## config.mk

```make
export PLATFORM = sky130hd
export DESIGN_NAME = core_mc
export DESIGN_NICKNAME = d
export VERILOG_FILES = /design/src/rtl/core_mc.sv
export SDC_FILE = /design/constraint.sdc
export NUM_CORES = 1
export LEC_CHECK = 0
export CAP_MARGIN = 10
export CORE_UTILIZATION = 50
export CTS_CLUSTER_DIAMETER = 100
export DETAILED_ROUTE_END_ITERATION = 12
export PLACE_DENSITY = 0.79
export SLEW_MARGIN = 40
export SYNTH_ARGS = -nofsm -noshare
export SYNTH_HDL_FRONTEND = slang
export SYNTH_SLANG_ARGS = --single-unit
export TNS_END_PERCENT = 30
```

## constraint.sdc

```tcl
create_clock -name clk -period 6.2 [get_ports clk]
set_clock_uncertainty 0.2 [all_clocks]
set_input_delay 0.62 -clock clk [delete_from_list [all_inputs] [get_ports clk]]
set_output_delay 0.62 -clock clk [all_outputs]
set_load 0.02 [all_outputs]
```

## src/rtl/core_mc.sv

```systemverilog
// core_mc: multi-cycle 16-bit-instruction core (FETCH/EXEC/WB/HALT), 16 x DATA_W regs.
// Ports: clk, rst (sync, active-high); im_req/im_addr/im_valid/im_data fetch port;
//        wb_en/wb_addr/wb_data write trace; halted, illegal pulse, instret count.
// Optional: define CORE_MC_MUL_EN to add opcode 0xA MUL (otherwise 0xA is illegal).
module core_mc #(
    parameter int DATA_W = 8,
    parameter int PC_W   = 4
) (
    input  logic              clk,
    input  logic              rst,
    output logic              im_req,
    output logic [PC_W-1:0]   im_addr,
    input  logic              im_valid,
    input  logic [15:0]       im_data,
    output logic              wb_en,
    output logic [3:0]        wb_addr,
    output logic [DATA_W-1:0] wb_data,
    output logic              halted,
    output logic              illegal,
    output logic [15:0]       instret
);

    typedef enum logic [1:0] {
        S_FETCH,
        S_EXEC,
        S_WB,
        S_HALT
    } state_t;

    state_t              r_state;
    logic [PC_W-1:0]     r_pc;
    logic [PC_W-1:0]     r_pc_nxt;
    logic [15:0]         r_ir;
    logic [DATA_W-1:0]   r_rf [16];
    logic                r_wb_en;
    logic [3:0]          r_wb_addr;
    logic [DATA_W-1:0]   r_wb_data;
    logic                r_illegal;
    logic                r_halted;
    logic [15:0]         r_instret;

    logic [3:0]          w_op;
    logic [3:0]          w_rd;
    logic [3:0]          w_rs;
    logic [7:0]          w_imm;
    logic [DATA_W-1:0]   w_a;
    logic [DATA_W-1:0]   w_b;
    logic [DATA_W-1:0]   w_sext;
    logic [DATA_W-1:0]   w_res;
    logic                w_wr;
    logic                w_ill;
    logic                w_jump;
    logic [PC_W-1:0]     w_pc_inc;
    logic [PC_W-1:0]     w_target;

    assign w_op     = r_ir[15:12];
    assign w_rd     = r_ir[11:8];
    assign w_rs     = r_ir[7:4];
    assign w_imm    = r_ir[7:0];
    assign w_a      = r_rf[w_rd];
    assign w_b      = r_rf[w_rs];
    assign w_sext   = DATA_W'($signed(w_imm));
    assign w_pc_inc = r_pc + 1'b1;
    assign w_target = w_imm[PC_W-1:0];

`ifdef CORE_MC_MUL_EN
    logic [DATA_W-1:0]   w_mul;
    assign w_mul = w_a * w_b;
`endif

    always_comb begin
        w_res  = '0;
        w_wr   = 1'b0;
        w_ill  = 1'b0;
        w_jump = 1'b0;
        case (w_op)
            4'h0: ;
            4'h1: begin w_res = w_sext;    w_wr = 1'b1; end
            4'h2: begin w_res = w_a + w_b; w_wr = 1'b1; end
            4'h3: begin w_res = w_a - w_b; w_wr = 1'b1; end
            4'h4: begin w_res = w_a & w_b; w_wr = 1'b1; end
            4'h5: begin w_res = w_a | w_b; w_wr = 1'b1; end
            4'h6: begin w_res = w_a ^ w_b; w_wr = 1'b1; end
            4'h7: begin w_res = w_b;       w_wr = 1'b1; end
            4'h8: w_jump = (w_a == '0);
            4'h9: w_jump = 1'b1;
`ifdef CORE_MC_MUL_EN
            4'hA: begin w_res = w_mul;     w_wr = 1'b1; end
`endif
            4'hF: ;
            default: w_ill = 1'b1;
        endcase
    end

    // Fetch request drops immediately while rst is high so an aborted
    // fetch is visibly withdrawn and any stale im_valid is ignored.
    assign im_req  = (r_state == S_FETCH) && !rst;
    assign im_addr = r_pc;
    assign wb_en   = r_wb_en;
    assign wb_addr = r_wb_addr;
    assign wb_data = r_wb_data;
    assign halted  = r_halted;
    assign illegal = r_illegal;
    assign instret = r_instret;

    always_ff @(posedge clk) begin
        if (rst) begin
            r_state   <= S_FETCH;
            r_pc      <= '0;
            r_pc_nxt  <= '0;
            r_ir      <= '0;
            r_wb_en   <= 1'b0;
            r_wb_addr <= '0;
            r_wb_data <= '0;
            r_illegal <= 1'b0;
            r_halted  <= 1'b0;
            r_instret <= '0;
            for (int i = 0; i < 16; i++) begin
                r_rf[i] <= '0;
            end
        end else begin
            case (r_state)
                S_FETCH: begin
                    if (im_valid) begin
                        r_ir    <= im_data;
                        r_state <= S_EXEC;
                    end
                end
                S_EXEC: begin
                    if (w_op == 4'hF) begin
                        r_state  <= S_HALT;
                        r_halted <= 1'b1;
                        if (r_instret != 16'hFFFF) begin
                            r_instret <= r_instret + 16'd1;
                        end
                    end else begin
                        r_state   <= S_WB;
                        r_wb_en   <= w_wr;
                        r_wb_addr <= w_wr ? w_rd : 4'd0;
                        r_wb_data <= w_wr ? w_res : '0;
                        r_illegal <= w_ill;
                        r_pc_nxt  <= w_jump ? w_target : w_pc_inc;
                    end
                end
                S_WB: begin
                    // The write commits at the end of the WB cycle, so a
                    // reset during WB still cancels it.
                    if (r_wb_en) begin
                        r_rf[r_wb_addr] <= r_wb_data;
                    end
                    r_pc      <= r_pc_nxt;
                    r_wb_en   <= 1'b0;
                    r_wb_addr <= '0;
                    r_wb_data <= '0;
                    r_illegal <= 1'b0;
                    r_state   <= S_FETCH;
                    if (r_instret != 16'hFFFF) begin
                        r_instret <= r_instret + 16'd1;
                    end
                end
                S_HALT: ;
                default: r_state <= S_FETCH;
            endcase
        end
    end

endmodule
```

=== Word-level counts from Yosys, hierarchy flattened ===
Memories as Yosys holds them, arrays and structs flattened. A register that Yosys moved wholly into a read port is not among the register bits.
Cells that the tools add are included.

* Add/sub/neg operators: 4
* $mul: 0
* Div/mod/pow operators: 0
* $lt $le $gt $ge: 0
* Equal/unequal tests: 16
* Shifts and indexed selects: 0
* Mux-type cells: 34
* Bitwise gates (word level): 4
* Reduce and logical (&&, ||, !) cells: 16

{| class="wikitable"
|+ Operator list
! operator !! number
|-
| $pmux 8 s7 || 1
|-
| $mux 16 || 2
|-
| $mux 4 || 8
|-
| $pmux 16 s2 || 1
|-
| $mux 8 || 3
|-
| $add 16x1->16 const B || 1
|-
| $eq 4x3->1 const B || 4
|-
| $ne 16x16->1 const B || 1
|-
| $pmux 8 s2 || 1
|-
| $eq 4x4->1 const B || 3
|-
| $mux 1 || 12
|-
| $reduce_and 2->1 || 6
|-
| $reduce_or 10->1 || 1
|-
| $add 8x8->8 || 1
|-
| $and 8x8->8 || 1
|-
| $eq 4x2->1 const B || 2
|-
| $logic_not 8->1 || 1
|-
| $or 8x8->8 || 1
|-
| $pmux 4 s2 || 1
|-
| $reduce_or 8->1 || 1
|-
| $sub 8x8->8 || 1
|-
| $xor 8x8->8 || 1
|-
| $reduce_or 7->1 || 1
|-
| $ne 2x2->1 const B || 3
|-
| 14 further kinds || 16
|}

* Bits in registers: 57
* Latch bits: 0
* Bits in writable memories: 128
* Memory bits (read-only): 0
* Output and inout bits: 36
* Word-level logic and storage cells: 85
* Memories kept: 1

{| class="wikitable"
|+ Memories
! memory !! depth !! width !! rd ports !! clocked after Yosys merged registers in !! write ports !! line !! text
|-
| r_rf || 16 || 8 || 2 || 2 || 16 || 34 || <nowiki>logic [DATA_W-1:0] r_rf [16];</nowiki>
|}

=== Depth between registers and ports, before layout ===
* Word-level depth: 6
* Mapped depth: 18
* Depth with buffers taken out: 16

=== Worst setup path after synthesis ===
Ideal clock, no wire load.

* Path type: register -> register
* Start: register (tool-made name)
* End: register r_wb_data[7] (netlist: wb_data[7])
* Arrival time: 3348 ps
* Data required time: 5876 ps
* Slack: 2528 ps
* Cell stages (with the launch flop): 19
* Path buffers: 2
* Clock period less this slack: 3672 ps
* Path through: dfxtp_1 buf_2 buf_6 mux4_2 a22o_1 nor2_1 ha_1 nand2_1 o21ai_0 inv_1 ha_1 nor2b_1 o21ai_0 a21oi_1 o21ai_0 a21oi_1 xnor2_1 xnor2_1 o22ai_1

{| class="wikitable"
|+ RTL lines
! item !! line !! text
|-
| end signal, assigned || 140 || <nowiki>r_wb_data <= w_wr ? w_res : '0;</nowiki>
|-
| end, declared || 37 || <nowiki>logic [DATA_W-1:0] r_wb_data;</nowiki>
|}

==> metrics.md <==
| Metric | Value |
|---|---|
| WHS | 0.254 ns |
| Maximum clock rate | 228 MHz |
| Fin nets | between 900 and 1000 |
| Core Area | 20400 um^2 |
| CP Buf/Inv Count | 1 |
| Postcts setup bufs | 0 |
| Hold Fails Final Rpt | 0 |
| Syn. warnings | 0 |
| Final setup fails | 0 |
| Most used cell, CP | o21ai_0 |
| Synthesized Nets | 941 |
| Hold Path Origin | r_pc_nxt[0] |
| WL per Instance | approximately 22 um |
| Post-synthesis sequential area ratio | 48.8% |
| RSZ-0062 raised after global routing | false |
| Placed instance area | 11100 um^2 |
| Row Count | 52 |
| Die Wd | 147 um |
| Vias per cell | 6.24 |
| Crit Path Class | reg -> reg |
| Largest net degree at the start of global routing | 60 |
| Clock sink total | 193 |
| Initial antenna violation count | 0 |
| PnR worst setup slack | 1.81 ns |
| Min-delay worst type | reg -> reg |
| Flip-flop and latch area | 5150 um^2 |
| H-Tree Depth | 4 |
| Leak | 4.14 nW |
| Commonest non-fill, non-tap cell in the layout | and2_1 |
| Grt total ovfl | 0 |
| Post-synth ARST share | 0% |
| Peak supply drop | 0.199 mV |
| Max-Cap Viols | 0 |
| Final TNS setup | 0 ns |
| Latest clock arrival within the worst-skew pair | 0.44 ns |
| Worst-path fanout max | 32 |
| TritonCTS clock tree | yes |
| Synth area leaders | edfxtp_1 36%, dfxtp_1 12%, mux4_2 12%, and2_1 7.9%, ha_1 3.1% |
| Worst slew margin | a little over two fifths |
| CTS Buf Count | 17 |
| Gpl congestion | 0.932 |
| Fill count | 1675 |
| Most frequent cells in the layout | 133 x and2_1, 128 x edfxtp_1, 76 x nand2_1, 60 x nor2_1, 60 x dfxtp_1 |
| Layout cells sized above 1 | 13.6% |
| Area grow syn2layout | 10.9% |
| Wire length on met3 | 2690 um |
| First drt pass iteration count | 5 |
| Critical Path Source Type | flip-flop |
| DRC errors left | 0 |
| Number of DRC markers in iteration 0 | 981 |
| Crit path max-delay family | compound AO/OA/AOI/OAI gates |
| Synth unique cells | 59 |
| ANT cells | 0 |
| Cell Pwr Density | 255 nW/um^2 |
| Netlist Area Pre-Place | 10500 um^2 |
| CP max stage cell | dfxtp_4 |
| Crit path capture type | flip-flop |
| Port Buffers | 54 |
| Clock tree root driver cell | clkbuf_16 |
| Worst Path Required | 6.30 ns |
| Starting Density | 51.6% |
| Mapped Avg Cell Area | 11.8 um^2 |
| Vias | 7548 |
| CP arrival | 4.49 ns |
| R2R Setup Slk | 1.81 ns |
| Final period utilization | between 70% and 80% |
| Area leader, netlist | edfxtp_1 |
| Die H | 147 um |
| Post-DP HPWL | 18500 um |
| CTS Hold Bufs | 0 |
| Actual slew at the worst max-slew pin | between 0.8 and 0.9 ns |
| GRT Total Usage | between 20% and 30% |
| First-pass GRT wire length | just over 40000 um |
| Clk buf depth | 2 |
| Mapped Cells | 895 |
| Seq cells post-synth | 193 |
| Crit-path cells | mux4_2, a22o_1, nor2_1, ha_1, nand2_1, o21ai_0, inv_1, ha_1, nor2b_1, o21ai_0, a21oi_1, o21ai_0, a21oi_1, xnor2_1, xnor2_1, o22ai_1 |
| DIE AREA | 21700 um^2 |
| Number of flops mapped to enable cells by yosys | roughly 130 |
| Dpl ws | around 1.8 ns |
| Dominant synthesized flop cell | edfxtp_1 |
| Vias in the first global route | just over 7000 |
| Largest stage delay, worst path | 0.75 ns |
| WL met2 | approximately 13000 um |
| Top Layer Used | met5 |
| Fraction of post-synthesis cell area in the top cell type by area | 36.4% |
| Min cycle time layout | 4.39 ns |
| Cts repair resizes | 0 |
| WL final | 26800 um |
| Post-route ant nets | 0 |
| Multi-input gate area | 4910 um^2 |
| Post-route cell area | 11700 um^2 |
| Slew Limit Fails | 0 |
| Status | complete, no violations |
| M1 WL | 10200 um |
| Clock Pin Slew Worst Setup and Hold Paths | 0.07 ns |
| IO Pins | 55 |
## layout make-up
| type | instances | share of cell area, % |
|---|---|---|
| multi-input cells | 621 | 42.0 |
| flip-flops and latches | 193 | 44.1 |
| inverters | 25 | 0.802 |
| well taps | 270 | 2.89 |
| repair buffers | 68 | 5.48 |
| clock buffers | 23 | 4.19 |
| clock inverters | 9 | 0.599 |
## cell families after synthesis
| logic type | share of synthesized area (%) |
|---|---|
| flops | 48.8 |
| buf+inv | 4.77 |
| xor+xnor | 1.91 |
| simple gates | 17.7 |
| mux | 14.6 |
| compound gates | 8.99 |
| fa+ha+maj | 3.27 |
## power by group
part | total, mW | switching, mW | internal, mW | leakage, nW
clock | 1.05 | 0.483 | 0.568 | 0.280
sequential | 1.47 | 0.0567 | 1.41 | 1.85
combinational | 0.459 | 0.254 | 0.205 | 2.01
total | 2.98 | 0.793 | 2.19 | 4.14
## through the flow
stage                     total power, mW  util (%)  instances
after global routing                 3.08      57.2       1209
after global placement               1.93      54.4       1177
after CTS                            2.97      57.2       1209
final                                2.98      57.2       1209
after floorplan                      1.84         -        895
after detailed placement             1.94      54.5       1177
## sequential cells by signal (all words and copies together) (netlist names), named ones only
name and count:
halted 1, instret 16, r_rf 128, wb_addr 4, wb_data 8, r_ir 16, r_state 2, r_pc_nxt 4
im_addr 4, wb_en 1, illegal 1
## synthesized netlist by cell type, types with 8 or more instances
master,number
o21ai_0,26
nor2b_1,15
ha_1,26
nand2_1,76
and2_1,133
a22oi_1,38
buf_2,8
inv_1,24
a21oi_1,50
nand3_1,10
mux4_1,9
xnor2_1,12
edfxtp_1,128
nor3_1,12
mux4_2,54
clkbuf_1,33
dfxtp_1,65
nor2_1,61
xor2_1,11
## metal layers
metal / up-vias / GRT usage (%)
met3: 75 / 6.02
met4: 2 / 12.7
li1: 3339 / -
met2: 471 / 40.3
met5: - / 1.14
met1: 3661 / 33.1
## path summary, 6_finish.rpt
check / cells after the start / end
max: 16 / wb_data[7]
min: 2 / im_addr[0]
max reg2reg: 16 / wb_data[7]
min reg2reg: 2 / im_addr[0]
## worst reg2reg max path, cell delays in order (launching register included)
cell	delay (ns)
dfxtp_4	0.75
mux4_2	0.62
a22o_1	0.28
nor2_1	0.26
ha_1	0.31
nand2_1	0.07
o21ai_0	0.15
inv_1	0.10
ha_1	0.22
nor2b_1	0.12
o21ai_0	0.23
a21oi_1	0.12
o21ai_0	0.27
a21oi_1	0.14
xnor2_1	0.20
xnor2_1	0.14
o22ai_1	0.09
Power figures use the tool's default switching activity.
